## config.mk

```make
export PLATFORM = sky130hd
export DESIGN_NAME = snd_cmd_latch
export DESIGN_NICKNAME = d
export VERILOG_FILES = /design/src/rtl/snd_pkg.sv /design/src/rtl/snd_cmd_fifo.sv /design/src/rtl/snd_cmd_latch.sv
export SDC_FILE = /design/constraint.sdc
export NUM_CORES = 1
export LEC_CHECK = 0
export ABC_AREA = 1
export BUFFER_PORTS_ARGS = -buffer_cell sky130_fd_sc_hd__buf_2
export CAP_MARGIN = 20
export CORE_MARGIN = 3
export CORE_UTILIZATION = 40
export CTS_CLUSTER_SIZE = 8
export DETAILED_ROUTE_END_ITERATION = 10
export PLACE_DENSITY = 0.77
export SETUP_SLACK_MARGIN = 0.02
export SYNTH_ARGS = -nofsm -noshare
export SYNTH_HDL_FRONTEND = slang
export SYNTH_SLANG_ARGS = --single-unit
```

## constraint.sdc

```tcl
create_clock -name clk_sys -period 1.5 [get_ports clk_sys]
set_clock_uncertainty 0.05 [all_clocks]
set_input_delay 0.15 -clock clk_sys [delete_from_list [all_inputs] [get_ports clk_sys]]
set_output_delay 0.15 -clock clk_sys [all_outputs]
set_load 0.005 [all_outputs]
```

## src/rtl/snd_pkg.sv

```systemverilog
// Shared decode constant and NMI state encoding for the sound command path.
package snd_pkg;

    localparam logic [2:0] SND_LATCH_SEL = 3'b011;

    typedef enum logic [1:0] {
        IDLE,
        ASSERT,
        GAP
    } nmi_state_t;

endpackage

```

## src/rtl/snd_cmd_fifo.sv

```systemverilog
// Small command FIFO used by snd_cmd_latch when SND_CMD_FIFO_EN is defined.
// Pointers wrap modulo 2**DEPTH_LOG2; push when full is ignored unless paired with a pop.
module snd_cmd_fifo #(
    parameter int DEPTH_LOG2 = 2
) (
    input  logic       clk_sys,
    input  logic       rst_n,
    input  logic       push,
    input  logic       pop,
    input  logic [7:0] din,
    output logic [7:0] head,
    output logic       full,
    output logic       empty
);

    localparam int DEPTH = 1 << DEPTH_LOG2;
    localparam logic [DEPTH_LOG2-1:0] PTR_ONE  = 1;
    localparam logic [DEPTH_LOG2:0]   CNT_ONE  = 1;
    localparam logic [DEPTH_LOG2:0]   CNT_FULL = DEPTH[DEPTH_LOG2:0];

    logic [7:0]            mem_q [DEPTH];
    logic [7:0]            mem_d [DEPTH];
    logic [DEPTH_LOG2-1:0] wr_ptr_q, wr_ptr_d;
    logic [DEPTH_LOG2-1:0] rd_ptr_q, rd_ptr_d;
    logic [DEPTH_LOG2:0]   count_q, count_d;
    logic                  push_ok, pop_ok;

    assign full    = (count_q == CNT_FULL);
    assign empty   = (count_q == '0);
    assign head    = mem_q[rd_ptr_q];
    assign push_ok = push & (~full | pop);
    assign pop_ok  = pop & ~empty;

    always_comb begin
        mem_d    = mem_q;
        wr_ptr_d = wr_ptr_q;
        rd_ptr_d = rd_ptr_q;
        count_d  = count_q;
        if (push_ok) begin
            mem_d[wr_ptr_q] = din;
            wr_ptr_d        = wr_ptr_q + PTR_ONE;
        end
        if (pop_ok) begin
            rd_ptr_d = rd_ptr_q + PTR_ONE;
        end
        case ({push_ok, pop_ok})
            2'b10:   count_d = count_q + CNT_ONE;
            2'b01:   count_d = count_q - CNT_ONE;
            default: count_d = count_q;
        endcase
    end

    always_ff @(posedge clk_sys) begin
        if (!rst_n) begin
            mem_q    <= '{default: '0};
            wr_ptr_q <= '0;
            rd_ptr_q <= '0;
            count_q  <= '0;
        end else begin
            mem_q    <= mem_d;
            wr_ptr_q <= wr_ptr_d;
            rd_ptr_q <= rd_ptr_d;
            count_q  <= count_d;
        end
    end

endmodule

```

## src/rtl/snd_cmd_latch.sv

```systemverilog
// Main-CPU to audio-CPU sound command latch with edge-friendly NMI generation.
// Define SND_CMD_FIFO_EN for a 2**DEPTH_LOG2 command FIFO; otherwise a single-entry latch.
module snd_cmd_latch
    import snd_pkg::*;
#(
    parameter int DEPTH_LOG2 = 2,
    parameter int NMI_GAP    = 2
) (
    input  logic        clk_sys,
    input  logic        rst_n,
    input  logic [7:0]  mcpu_dout,
    input  logic        snd_write,
    input  logic        acpu_cen,
    input  logic [15:0] acpu_ab,
    input  logic        acpu_rw,
    output logic [7:0]  cmd_dout,
    output logic        acpu_nmi,
    output logic        cmd_pending,
    output logic        cmd_ovf
);

    localparam int GAP_W = $clog2(NMI_GAP + 1);
    localparam logic [GAP_W-1:0] GAP_LOAD = NMI_GAP[GAP_W-1:0];
    localparam logic [GAP_W-1:0] GAP_ONE  = 1;

    if (NMI_GAP < 1 || DEPTH_LOG2 < 1) begin : g_bad_cfg
        $error("snd_cmd_latch: NMI_GAP and DEPTH_LOG2 must both be >= 1");
    end

    nmi_state_t     state_q, state_d;
    logic [GAP_W-1:0] gap_q, gap_d;
    logic           ovf_q, ovf_d;
    logic           rd, pop;
    logic           unused_ab;

    assign unused_ab = ^acpu_ab[12:0];
    assign rd        = acpu_cen & acpu_rw & (acpu_ab[15:13] == SND_LATCH_SEL);
    assign pop       = rd & cmd_pending;
    assign cmd_ovf   = ovf_q;
    assign acpu_nmi  = (state_q == ASSERT);

`ifdef SND_CMD_FIFO_EN
    logic       fifo_full, fifo_empty, fifo_push;
    logic [7:0] fifo_head;
    logic [7:0] last_q, last_d;

    assign fifo_push   = snd_write & (~fifo_full | pop);
    assign cmd_pending = ~fifo_empty;
    // Once drained, keep showing the byte that was last at the head.
    assign cmd_dout    = fifo_empty ? last_q : fifo_head;

    snd_cmd_fifo #(
        .DEPTH_LOG2 (DEPTH_LOG2)
    ) u_fifo (
        .clk_sys (clk_sys),
        .rst_n   (rst_n),
        .push    (fifo_push),
        .pop     (pop),
        .din     (mcpu_dout),
        .head    (fifo_head),
        .full    (fifo_full),
        .empty   (fifo_empty)
    );

    always_comb begin
        last_d = fifo_empty ? last_q : fifo_head;
        ovf_d  = ovf_q | (snd_write & fifo_full & ~pop);
    end

    always_ff @(posedge clk_sys) begin
        if (!rst_n) begin
            last_q <= '0;
            ovf_q  <= 1'b0;
        end else begin
            last_q <= last_d;
            ovf_q  <= ovf_d;
        end
    end
`else
    logic [7:0] latch_q, latch_d;
    logic       pending_q, pending_d;

    assign cmd_pending = pending_q;
    assign cmd_dout    = latch_q;

    always_comb begin
        latch_d   = snd_write ? mcpu_dout : latch_q;
        pending_d = snd_write | (pending_q & ~pop);
        ovf_d     = ovf_q | (snd_write & pending_q & ~pop);
    end

    always_ff @(posedge clk_sys) begin
        if (!rst_n) begin
            latch_q   <= '0;
            pending_q <= 1'b0;
            ovf_q     <= 1'b0;
        end else begin
            latch_q   <= latch_d;
            pending_q <= pending_d;
            ovf_q     <= ovf_d;
        end
    end
`endif

    // IDLE reacts every clock; the gap only counts audio-CPU enables.
    always_comb begin
        state_d = state_q;
        gap_d   = gap_q;
        case (state_q)
            IDLE: begin
                if (cmd_pending) begin
                    state_d = ASSERT;
                end
            end
            ASSERT: begin
                if (pop) begin
                    state_d = GAP;
                    gap_d   = GAP_LOAD;
                end
            end
            GAP: begin
                if (acpu_cen) begin
                    if (gap_q == '0) begin
                        state_d = cmd_pending ? ASSERT : IDLE;
                    end else begin
                        gap_d = gap_q - GAP_ONE;
                    end
                end
            end
            default: begin
                state_d = IDLE;
                gap_d   = '0;
            end
        endcase
    end

    always_ff @(posedge clk_sys) begin
        if (!rst_n) begin
            state_q <= IDLE;
            gap_q   <= '0;
        end else begin
            state_q <= state_d;
            gap_q   <= gap_d;
        end
    end

endmodule

```

==> impl_metrics.env <==
export IMPL_status="finished clean"
export IMPL_start_util_pct=45.4
export IMPL_postSynthNetCount=134
export IMPL_num_rows=14
export IMPL_synth_area_per_cell_um2=7.23
export IMPL_seqCellArea_um2=282
export IMPL_io_buffers=26
export IMPL_synth_compound_area_share_pct=10.2
export IMPL_n_antenna_cell=0
export IMPL_multi_input_area_um2=372
export IMPL_synth_top_area_cell="dfxtp_1"
export IMPL_core_area_um2=1590
export IMPL_power_density_nw_per_um2=1360
export IMPL_pre_cts_ws_ps=88.4
export IMPL_grt_usage_pct=12.8
export IMPL_synth_fa_ha_area_share_pct=8.65
export IMPL_synth_top_family_by_area="simple AND/OR/NAND/NOR gates"
export IMPL_max_freq_ghz=0.720
export IMPL_synth_warnings=0
export IMPL_synth_common_cells="18 x nor2_1, 14 x dfxtp_1, 14 x inv_1, 14 x nand2_1, 10 x o21ai_0"
export IMPL_crit_path_start_kind="flop"
export IMPL_fin_ws_ps=110
export IMPL_cpLargestDelayFamily="buffers and inverters"
export IMPL_critical_path_required_ps=1620
export IMPL_timing_final_crit_share_pct=92.6
export IMPL_clk_latency_ps=270
export IMPL_cts_sinks=14
export IMPL_rsz0062_at_grt="true"
export IMPL_drt_initial_drc_count=16
export IMPL_hp_class="in2reg"
export IMPL_cts_tree="built"
export IMPL_fp_dieArea_um2=2350
export IMPL_final_setup_viol_count=0
export IMPL_postSynth_asyncResetShare_pct=0
export IMPL_yosys_most_used_dff="dfxtp_1"
export IMPL_post_cts_buffers=0
export IMPL_ys_types=20
export IMPL_synth_area_um2=723
export IMPL_wl_um=1430
export IMPL_peakVddDrop_mv=0.615
export IMPL_p_leak_nw=0.481
export IMPL_relSlewSlack_pct=83.8
export IMPL_grt_pass1_vias=600
export IMPL_cts_clk_slew_worst_paths_ps=80
export IMPL_grt_pass1_wl_um=2530
export IMPL_postRouteAntennaNets=0
export IMPL_ys_seq_elements=14
export IMPL_tightest_slew_ps=242
export IMPL_die_y_um=48.5
export IMPL_synth_mux_area_share_pct=0
export IMPL_synth_most_common_cell="nor2_1"
export IMPL_critPathSlowestCell="dfxtp_2"
export IMPL_critPathArrivalTime_ps=1510
export IMPL_cts_htree_levels=1
export IMPL_io_pins=40
export IMPL_gp_congestion=0.839
export IMPL_grt_antenna_before_repair=0
export IMPL_dp_hpwl_um=1110
export IMPL_vias=675
export IMPL_maxSlewViolCount=0
export IMPL_fin_crit_ps=1390
export IMPL_timing_critical_path_mode_cell="inv_1"
export IMPL_drc=0
export IMPL_nFillCells=162
export IMPL_layout_drive_gt1_share_pct=33.6
export IMPL_clock_path_buffers=2
export IMPL_hold_buffers=0
export IMPL_drt_wirelength_per_cell_um=9.38
export IMPL_synth_area_leaders="dfxtp_1 39%, nor2_1 9.3%, ha_1 8.7%, inv_1 7.3%, nand2_1 7.3%"
export IMPL_synthCells=100
export IMPL_cts_made_buffers=3
export IMPL_synth_xor_area_share_pct=0
export IMPL_cp_end_kind="flop"
export IMPL_synthSimpleGateAreaFrac_pct=30.3
export IMPL_setup_tns_ps=0
export IMPL_clockRootBuffer="clkbuf_4"
export IMPL_synth_edf_count=0
export IMPL_first_pass_iters=4
export IMPL_vias_per_cell=4.44
export IMPL_cpPeakStageDelay_ps=340
export IMPL_areaGrowthSynthToFinish_pct=26.5
export IMPL_nNetsFinal=164
export IMPL_crit_fanout=6
export IMPL_path_cells="inv_1, ha_4, inv_2, or2_0, buf_4, nand3_2, nand2_1, inv_1, nor2_2"
export IMPL_critPathBufInv=4
export IMPL_dieWidth_um=48.5
export IMPL_timing_max_cap_violations=0
export IMPL_grt_max_degree=14
export IMPL_hold_violations=0
export IMPL_grt_ovfl_total=0
export IMPL_worst_setup_path_type="reg2reg"
export IMPL_synth_top_area_share_pct=38.8
export IMPL_seq_area_frac_synth_pct=38.8
## power breakdown
group          internal [W]  leakage (nW)  switching, W
registers          0.000433         0.116     0.0000341
logic              0.000242         0.351      0.000333
clock network     0.0000927        0.0138      0.000106
## routing by layer
metal	GRT usage, %	wire [µm]
met1	18.4	708
met2	19.0	581
met3	3.37	136
met4	2.84	0
met5	0	0
## state kept, by name (all words and copies together), names as in the netlist
register,count
cmd_dout,8
gap_q,2
state_q,2
cmd_ovf,1
cmd_pending,1
## cells by family (layout without fill, tap and decap cells)
kind of cell	count (synthesis)	in the layout
AOI/OAI and AO/OA	14	14
adders and majority gates	5	5
buffers and inverters	20	48
DFF	14	14
and+or+nand+nor	47	47
## final timing paths
check	start	slack [ps]	cells after the start	endpoint
setup reg to reg	state_q[0]$_SDFFE_PN0P_	110	9	state_q[1]$_SDFFE_PN0P_
hold reg to reg	cmd_ovf$_SDFF_PN0_	440	2	cmd_ovf$_SDFF_PN0_
setup / recovery	state_q[0]$_SDFFE_PN0P_	110	9	state_q[1]$_SDFFE_PN0P_
hold / removal	mcpu_dout[0]	50	3	cmd_dout[0]$_SDFFE_PN0P_
## cell type report
cell class | instances | share of cell area, %
multi-input cells | 66 | 40.6
flip-flops and latches | 14 | 30.8
repair buffers | 28 | 15.9
inverters | 17 | 6.98
well taps | 24 | 3.28
clock buffers | 3 | 2.46
## cells in the final DEF (no fill, tap or decap), drive strengths merged, types with 3 or more instances in the layout
| cell type | count |
|---|---|
| nand3 | 4 |
| dfxtp | 14 |
| inv | 15 |
| buf | 28 |
| o21ai | 10 |
| nand4 | 4 |
| clkbuf | 3 |
| ha | 5 |
| nand2 | 15 |
| nor2 | 23 |
## what timing repair did
action	CTS	global route
gates resized for setup	0	4
endpoints found under the hold margin	0	0
setup endpoints to repair	0	4
## per-stage QoR
| stage | cells | utilization [%] | power [W] | cell area [µm²] | hold slack, ps |
|---|---|---|---|---|---|
| after floorplan | 100 | - | 0.000889 | 723 | 232 |
| after global placement | 149 | 54.9 | 0.00100 | 875 | 321 |
| after detailed placement | 149 | 54.9 | 0.00102 | 875 | 331 |
| after CTS | 152 | 56.3 | 0.00121 | 897 | 52.5 |
| after global routing | 152 | 57.4 | 0.00136 | 915 | 71.0 |
| final | 152 | 57.4 | 0.00124 | 915 | 52.3 |
## worst register-to-register path: cells and delay by family (launching register included)
kind,cells,cell delay [ps]
buffers and inverters,4,390
adders and majority gates,1,170
and+or+nand+nor,4,360
DFF,1,340
(Power assumes the default switching activity.)
